## src/rtl/cipher_cfg_pkg.sv

```systemverilog
// rtl/cipher_cfg_pkg.sv - shared FSM states and size constants for the cipher config streamer
// No ports. Exports default ROUND/SBOX_WIDTH/KEY_SIZE, the table depth and the FSM state type.
package cipher_cfg_pkg;

  localparam int DEF_ROUND      = 5;
  localparam int DEF_SBOX_WIDTH = 8;
  localparam int DEF_KEY_SIZE   = 128;

  function automatic int table_depth(input int width);
    return 2 ** width;
  endfunction

  localparam int TABLE_DEPTH = table_depth(DEF_SBOX_WIDTH);

  typedef enum logic [2:0] {
    IDLE,
    CHECK,
    SBOX,
    GAP,
    KEY,
    DONE
  } state_t;

endpackage

```

## src/rtl/cfg_sbox_ram.sv

```systemverilog
// rtl/cfg_sbox_ram.sv - S-box table storage, one write port and one registered read port
// Ports: clk; we/waddr/wdata write port; raddr read address; rdata registered read data.
module cfg_sbox_ram #(
  parameter int AW = 8,
  parameter int DW = 8
) (
  input  logic          clk,
  input  logic          we,
  input  logic [AW-1:0] waddr,
  input  logic [DW-1:0] wdata,
  input  logic [AW-1:0] raddr,
  output logic [DW-1:0] rdata
);

  logic [DW-1:0] mem [2**AW];

  // Write-first: a write landing on the address being read shows up in rdata
  // on the same edge, so a write issued together with start is streamed.
  always_ff @(posedge clk) begin
    if (we) begin
      mem[waddr] <= wdata;
    end
    rdata <= (we && (waddr == raddr)) ? wdata : mem[raddr];
  end

endmodule

```

## src/rtl/cipher_cfg_streamer.sv

```systemverilog
// rtl/cipher_cfg_streamer.sv - streams an S-box table then round keys to cipher cores
// Optional feature macro: CFG_SBOX_PERM_CHECK_EN (S-box permutation check before streaming).
// Ports: clk, reset_n (async active-low); sbox_we/sbox_waddr/sbox_wdata and
// key_we/key_waddr/key_wdata host writes (IDLE only); start stream request;
// sbox_valid/sbox_out table beats; key_tvalid/key round-key beats;
// busy (not IDLE), done (one-cycle completion), cfg_err (sticky permutation failure).
module cipher_cfg_streamer
  import cipher_cfg_pkg::*;
#(
  parameter int ROUND      = DEF_ROUND,
  parameter int SBOX_WIDTH = DEF_SBOX_WIDTH,
  parameter int KEY_SIZE   = DEF_KEY_SIZE
) (
  input  logic                                     clk,
  input  logic                                     reset_n,
  input  logic                                     sbox_we,
  input  logic [SBOX_WIDTH-1:0]                    sbox_waddr,
  input  logic [SBOX_WIDTH-1:0]                    sbox_wdata,
  input  logic                                     key_we,
  input  logic [((ROUND > 1) ? $clog2(ROUND) : 1)-1:0] key_waddr,
  input  logic [KEY_SIZE-1:0]                      key_wdata,
  input  logic                                     start,
  output logic                                     sbox_valid,
  output logic [SBOX_WIDTH-1:0]                    sbox_out,
  output logic                                     key_tvalid,
  output logic [KEY_SIZE-1:0]                      key,
  output logic                                     busy,
  output logic                                     done,
  output logic                                     cfg_err
);

  localparam int KAW   = (ROUND > 1) ? $clog2(ROUND) : 1;
  localparam int DEPTH = table_depth(SBOX_WIDTH);

  localparam logic [SBOX_WIDTH-1:0] SLAST  = SBOX_WIDTH'(DEPTH - 1);
  localparam logic [KAW-1:0]        KLAST  = KAW'(ROUND - 1);
  localparam logic [KAW:0]          KLIMIT = (KAW + 1)'(ROUND);

  state_t                state, state_nx;
  logic [SBOX_WIDTH-1:0] cnt, cnt_nx;
  logic [KAW-1:0]        kcnt, kcnt_nx;
  logic [SBOX_WIDTH-1:0] raddr;
  logic [SBOX_WIDTH-1:0] rdata;
  logic                  idle;
  logic                  accept;
  logic [KEY_SIZE-1:0]   keys [ROUND];

  assign idle   = (state == IDLE);
  assign accept = idle && start;

  cfg_sbox_ram #(
    .AW(SBOX_WIDTH),
    .DW(SBOX_WIDTH)
  ) u_ram (
    .clk  (clk),
    .we   (sbox_we && idle),
    .waddr(sbox_waddr),
    .wdata(sbox_wdata),
    .raddr(raddr),
    .rdata(rdata)
  );

  // Out-of-range key indices are silently dropped.
  always_ff @(posedge clk) begin
    if (key_we && idle && ({1'b0, key_waddr} < KLIMIT)) begin
      keys[key_waddr] <= key_wdata;
    end
  end

`ifdef CFG_SBOX_PERM_CHECK_EN
  logic [DEPTH-1:0] seen;
  logic             dup;
  logic             err;
  logic             hit;

  assign hit = seen[rdata];

  always_ff @(posedge clk or negedge reset_n) begin
    if (!reset_n) begin
      seen <= '0;
      dup  <= 1'b0;
      err  <= 1'b0;
    end else if (accept) begin
      seen <= '0;
      dup  <= 1'b0;
      err  <= 1'b0;
    end else if (state == CHECK) begin
      seen[rdata] <= 1'b1;
      if (hit) begin
        dup <= 1'b1;
      end
      if ((cnt == SLAST) && (dup || hit)) begin
        err <= 1'b1;
      end
    end
  end

  assign cfg_err = err;
`else
  assign cfg_err = 1'b0;
`endif

  always_ff @(posedge clk or negedge reset_n) begin
    if (!reset_n) begin
      state <= IDLE;
      cnt   <= '0;
      kcnt  <= '0;
    end else begin
      state <= state_nx;
      cnt   <= cnt_nx;
      kcnt  <= kcnt_nx;
    end
  end

  // The RAM read is registered, so raddr always points at the entry needed
  // on the following cycle; in IDLE it parks at 0 for the first beat.
  always_comb begin
    state_nx = state;
    cnt_nx   = cnt;
    kcnt_nx  = kcnt;
    raddr    = cnt + 1'b1;
    case (state)
      IDLE: begin
        raddr   = '0;
        cnt_nx  = '0;
        kcnt_nx = '0;
        if (start) begin
`ifdef CFG_SBOX_PERM_CHECK_EN
          state_nx = CHECK;
`else
          state_nx = SBOX;
`endif
        end
      end
`ifdef CFG_SBOX_PERM_CHECK_EN
      CHECK: begin
        if (cnt == SLAST) begin
          raddr    = '0;
          cnt_nx   = '0;
          state_nx = (dup || hit) ? IDLE : SBOX;
        end else begin
          cnt_nx = cnt + 1'b1;
        end
      end
`endif
      SBOX: begin
        if (cnt == SLAST) begin
          cnt_nx   = '0;
          state_nx = GAP;
        end else begin
          cnt_nx = cnt + 1'b1;
        end
      end
      GAP: begin
        kcnt_nx  = '0;
        state_nx = KEY;
      end
      KEY: begin
        if (kcnt == KLAST) begin
          kcnt_nx  = '0;
          state_nx = DONE;
        end else begin
          kcnt_nx = kcnt + 1'b1;
        end
      end
      DONE: begin
        state_nx = IDLE;
      end
      default: begin
        state_nx = IDLE;
      end
    endcase
  end

  assign sbox_valid = (state == SBOX);
  assign sbox_out   = sbox_valid ? rdata : '0;
  assign key_tvalid = (state == KEY);
  assign key        = key_tvalid ? keys[kcnt] : '0;
  assign busy       = !idle;
  assign done       = (state == DONE);

endmodule
```

## config.mk

```make
export PLATFORM = sky130hd
export DESIGN_NAME = cipher_cfg_streamer
export DESIGN_NICKNAME = d
export VERILOG_FILES = /design/src/rtl/cipher_cfg_pkg.sv /design/src/rtl/cfg_sbox_ram.sv /design/src/rtl/cipher_cfg_streamer.sv
export SDC_FILE = /design/constraint.sdc
export NUM_CORES = 2
export LEC_CHECK = 0
export CELL_PAD_IN_SITES_DETAIL_PLACEMENT = 0
export CELL_PAD_IN_SITES_GLOBAL_PLACEMENT = 1
export CORE_AREA = 3 3 354 705
export DETAILED_ROUTE_END_ITERATION = 10
export DIE_AREA = 0 0 357 708
export PLACE_DENSITY = 0.66
export SETUP_SLACK_MARGIN = 0.3
export SYNTH_ARGS = -nofsm -noshare
export SYNTH_HDL_FRONTEND = slang
export SYNTH_SLANG_ARGS = --single-unit
```

## constraint.sdc

```tcl
create_clock -name clk -period 14.7 [get_ports clk]
set_clock_uncertainty 0.1 [all_clocks]
set_input_delay 2.94 -clock clk [delete_from_list [all_inputs] [get_ports clk]]
set_output_delay 2.94 -clock clk [all_outputs]
set_load 0.02 [all_outputs]
```

[Yosys cells after proc, flatten, opt, wreduce, memory -nomap -nowiden]
Memory sizes are Yosys's and may differ from the RTL's. A register that Yosys moved wholly into a read port is not among the register bits.
Cells that the tools add are included.
Word-level totals
  RAM bits: 2688
  flip-flop bits (word level): 14
  memories kept: 2
  output and inout port bits: 141
Operators by class
  muxes and demuxes: 15
  reduce and logical (&&, ||, !) cells: 9
  magnitude comparators: 1
  add/subtract/negate cells: 2
  equal/unequal tests: 9
Memory list
  u_ram.mem: words 256, width 8, read ports 1, clocked after Yosys merged registers in 1, write ports 1, RTL line cfg_sbox_ram.sv:15  | logic [DW-1:0] mem [2**AW];
  keys: words 5, width 128, read ports 1, clocked after Yosys merged registers in 0, write ports 1, RTL line cipher_cfg_streamer.sv:46  | logic [KEY_SIZE-1:0] keys [ROUND];
Operators with widths (count)
  $mux W128: 1
  $mux W8: 3
  $pmux W8 S2: 1
  $mux W3: 4
  $pmux W3 S4: 1
  $eq A3 B3 Y1 const B: 3
  $add A8 B1 Y8 const B: 1
  $eq A8 B8 Y1 const B: 1
  $eq A3 B2 Y1 const B: 2
  $pmux W3 S2: 1
  $mux W1: 4
  $ne A2 B1 Y1 const B: 2
  $reduce_bool A2 Y1: 2
  $add A3 B1 Y3 const B: 1
  $logic_and A1 B1 Y1: 3
  $logic_not A3 Y1: 1
  $lt A3 B3 Y1 const B: 1
  $reduce_and A3 Y1: 1
  $ne A2 B2 Y1 const B: 1
  $reduce_or A2 Y1: 1
  $logic_not A1 Y1: 1

[Longest topological paths before layout]
  word-level depth: 5
  depth in mapped cells: 12

[By module]
Synthesis repeated with hierarchy kept, for this count alone.
Second synthesis, totals
  cell total of the unflattened synthesis: 4944
  area, all modules: 104768.0 um^2
Modules (own cells, without submodules)
  cfg_sbox_ram: cells each 3733, area each 79556.3 um^2, times used 1
  cipher_cfg_streamer: cells each 1211, area each 25211.7 um^2, times used 1

[Worst setup path after synthesis]
OpenSTA, ideal clock, no wires.
  path type: input to register
  from: input key_waddr[1] (netlist name)
  to: memory keys[4][0] (netlist name), enable pin
  stages on the path: 1
  path slack: -2.606 ns
  data required time: 13.620 ns
  setup time: 0.980 ns
  path buffers: 0
  arrival: 16.226 ns
  cells stage by stage: nor4b_1
Between the ends
  longest elaborated chain between the ends: 4
RTL lines
  start: declaration: RTL line cipher_cfg_streamer.sv:20  | input logic [((ROUND > 1) ? $clog2(ROUND) : 1)-1:0] key_waddr,
  $lt A3 B3 Y1: RTL line cipher_cfg_streamer.sv:65  | if (key_we && idle && ({1'b0, key_waddr} < KLIMIT)) begin
  $logic_and A1 B1 Y1: RTL line cipher_cfg_streamer.sv:65
  $mux W1: RTL line cipher_cfg_streamer.sv:65
  $mux W1 (not written as such): RTL line cipher_cfg_streamer.sv:66  | keys[key_waddr] <= key_wdata;
  end: declaration: RTL line cipher_cfg_streamer.sv:46
Parallel ways exist; a longest one is shown, timed or not.

==> qor.csv <==
stage;metric;value;unit
route;Post-DRT Antenna Nets;0;
outcome;failing checks;max-capacitance violations;
worst_setup_path;kind of critical path;register to output pin;
yosys;gate count of the mapped netlist;4999;
floorplan;core box area;245000;µm²
yosys;Synth top cells by count;edfxtp_1, mux4_2, nor2_1;
route;Routed WL;270;mm
sta;Achievable Freq;104;MHz
cts;post_cts resized;0;
sta;Final Hold Viols;0;
route;TritonRoute pass-1 iters;6;
finish;layout cell share with drive strength beyond 1;18.5;%
flow_run;Max-Cap Viols;1;
cts;Worst-Skew Late Latency;0.86;ns
worst_setup_path;crit end category;output pin;
place;Area after DPL;111000;µm²
yosys;number of enable flip-flop cells after synthesis;2688;
worst_setup_path;CP arrival;6.55;ns
global_route;Overflow after GRT;0;
finish;Final nets;5479;
cts;hold buffers post-CTS;0;
finish;Multi-input gate area;22000;µm²
worst_setup_path;reg-to-reg endpoint;u_ram.mem[158][1];
yosys;synthesized flop and latch total;2710;
worst_setup_path;Worst R2R Setup Slack;10.20;ns
sta;fin crit share;65.3;%
yosys;Synth area leader;edfxtp_1;
sta;min cycle time layout;9.59;ns
power_and_ir_drop;Leak;36.1;nW
sta;Sum Neg Setup Slack;0;ns
hold_path;worst hold path depth;1;
worst_setup_path;reg2reg start;state[0];
global_route;vias in the first global route;53300;
hold_path;worst hold start;cnt[0];
route;DR vias;50200;
yosys;Synth top area share;76.9;%
yosys;Top FF cell, synth;edfxtp_1;
power_and_ir_drop;Pwr Density;156;nW/µm²
route;# DRC;0;
floorplan;height of the die;708;µm
sta;final setup vio count;0;
yosys;register area share after synthesis;77.3;%
place;IO Port Bufs;291;
hold_path;Hold Path Class;register to register;
finish;Non-Filler Instances;8747;
outcome;status;finished, violations left;
place;Placed Cells;8332;
worst_setup_path;Reg2Reg Depth;8;
floorplan;initial core utilization;42.9;%
place;Placer Congestion;0.826;
yosys;Syn Std Cell Area;105000;µm²
cts;Longest Clk Path Bufs;4;
cts;CTS root buf;clkbuf_16;
cts;CTS tree;done;
sta;max_slew headroom;0.628;%
sta;hold slack;0.413;ns
finish;fillers;20100;
yosys;Syn. warnings;0;
global_route;first-pass GRT wire length;388;mm
yosys;post-synthesis cell type count;64;
finish;register area;81300;µm²
global_route;initial antenna violation count;20;
cts;# Post-CTS Setup Buffers;0;
global_route;GRT Resource Usage Total;21.3;%
cts;Sink Count;2710;
floorplan;die area;253000;µm²
sta;Worst Tran Pin Value;1.45;ns
floorplan;Die Wd;357;µm
yosys;most common cell in the netlist;edfxtp_1;
cts;H-tree levels;4;
worst_setup_path;CP required;11.66;ns
power_and_ir_drop;maximum VDD drop;0.170;mV
finish;area growth from synthesis to layout;12.7;%
route;Routed WL per cell;30.8;µm
yosys;FFs w/ async S/R, synth;0.517;%
yosys;Area contributors post-synth;edfxtp_1, mux4_2, mux2i_1;
cts;Reg clk slew, reported paths;0.07;ns
floorplan;FP Rows;257;
sta;pins over their slew limit;0;
route;Initial DRC Count;4044;
sta;RSZ-0062 raised after global routing;false;
worst_setup_path;Worst Setup Start Kind;register;
floorplan;num ports;293;
yosys;post-synthesis area per instance;21.0;µm²
global_route;largest net degree at the start of global routing;129;
worst_setup_path;crit path max fanout;48;
yosys;syn nets;5154;
route;vias per cell;5.74;
cts;CTS Buf Count;227;
place;DPL Wire Length;168;mm
finish;fin area;118000;µm²
[registers in the layout (all words and copies together), names as in the netlist, named ones only]
name,cells
kcnt,3
state,3
u_ram.mem,2048
keys,640
cnt,8
[cells in the final DEF, fill, tap and decap left out, types with 15 or more instances in the layout]
cell	count
o22ai_1	72
o21ai_0	48
nand2_1	63
edfxtp_1	2688
clkbuf_16	231
mux4_2	541
nor2_1	429
buf_4	85
bufinv_16	23
a22oi_1	29
nand4_1	16
nand3_1	25
clkdlybuf4s50_1	283
nor3_1	31
a21oi_1	62
mux2i_1	408
clkinv_2	45
and3_1	15
o221ai_1	113
clkinv_1	45
clkbuf_1	37
[metal layers]
| layer | global-route usage [%] | part of all wire, % | vias to the layer above |
|---|---|---|---|
| li1 | - | - | 21400 |
| met1 | 24.0 | 35 | 26700 |
| met2 | 38.8 | 54 | 1653 |
| met3 | 3.87 | 5.9 | 507 |
| met4 | 10.2 | 5.4 | 32 |
| met5 | 0 | 0.080 | - |
[per-stage QoR]
step	utilization (%)	power, mW	setup slack, ns
3_3_place_gp	45.3	12.6	5.85
5_1_grt	48.3	19.0	4.75
3_5_place_dp	45.3	12.6	5.95
4_1_cts	48.3	18.6	4.98
2_1_floorplan	-	11.5	1.23
6_report	48.3	18.4	5.11
[where the power goes]
group | leakage (nW) | switching, mW | internal [mW]
logic | 8.16 | 2.10 | 1.61
registers | 24.4 | 0.0758 | 8.58
clock network | 3.56 | 2.76 | 3.30
[logic make-up (layout without fill, tap and decap cells)]
kind of cell             count (synthesis)  count (layout)  share of synthesized area (%)
flip-flops                            2710            2710                           77.3
multiplexers                           957             957                           15.6
AND/OR/NAND/NOR                        642             642                           2.59
AO/OA/AOI/OAI                          382             382                           2.61
buffers and inverters                  298             804                           1.79
XOR/XNOR                                 6               6                         0.0500
adder cells (fa/ha/maj)                  3               3                         0.0357
other                                    1               6                        0.00357
[worst max-delay path by stage]
stage | startpoint | end | slack [ns] | depth (start not counted)
detailed placement | register | sbox_out[0] | 5.95 | 9
CTS | register | sbox_out[0] | 4.98 | 9
finish | register | sbox_out[0] | 5.11 | 9
floorplan | key_we | keys[2][0] | 1.23 | 3
global route | register | sbox_out[0] | 4.75 | 9
global placement | register | sbox_out[0] | 5.85 | 9
[layout make-up]
class | instances | share of cell area, %
Tap cell | 3237 | 3.42
Clock inverter | 139 | 1.12
Antenna cell | 5 | 0.0106
Sequential cell | 2710 | 68.6
Inverter | 11 | 0.0402
Clock buffer | 271 | 5.04
Multi-Input combinational cell | 1991 | 18.6
Timing Repair Buffer | 383 | 3.14
[critical path, stage by stage (launching register included)]
cell             delay [ns]
dfxtp_4                0.67
buf_4                  0.74
buf_4                  0.84
mux4_2                 0.37
nand2_1                0.06
and3_1                 0.22
a2111oi_0              1.21
nand4_1                0.19
o22ai_1                0.57
clkdlybuf4s50_1        0.74
Note: power is estimated with default switching activity, not from simulation.
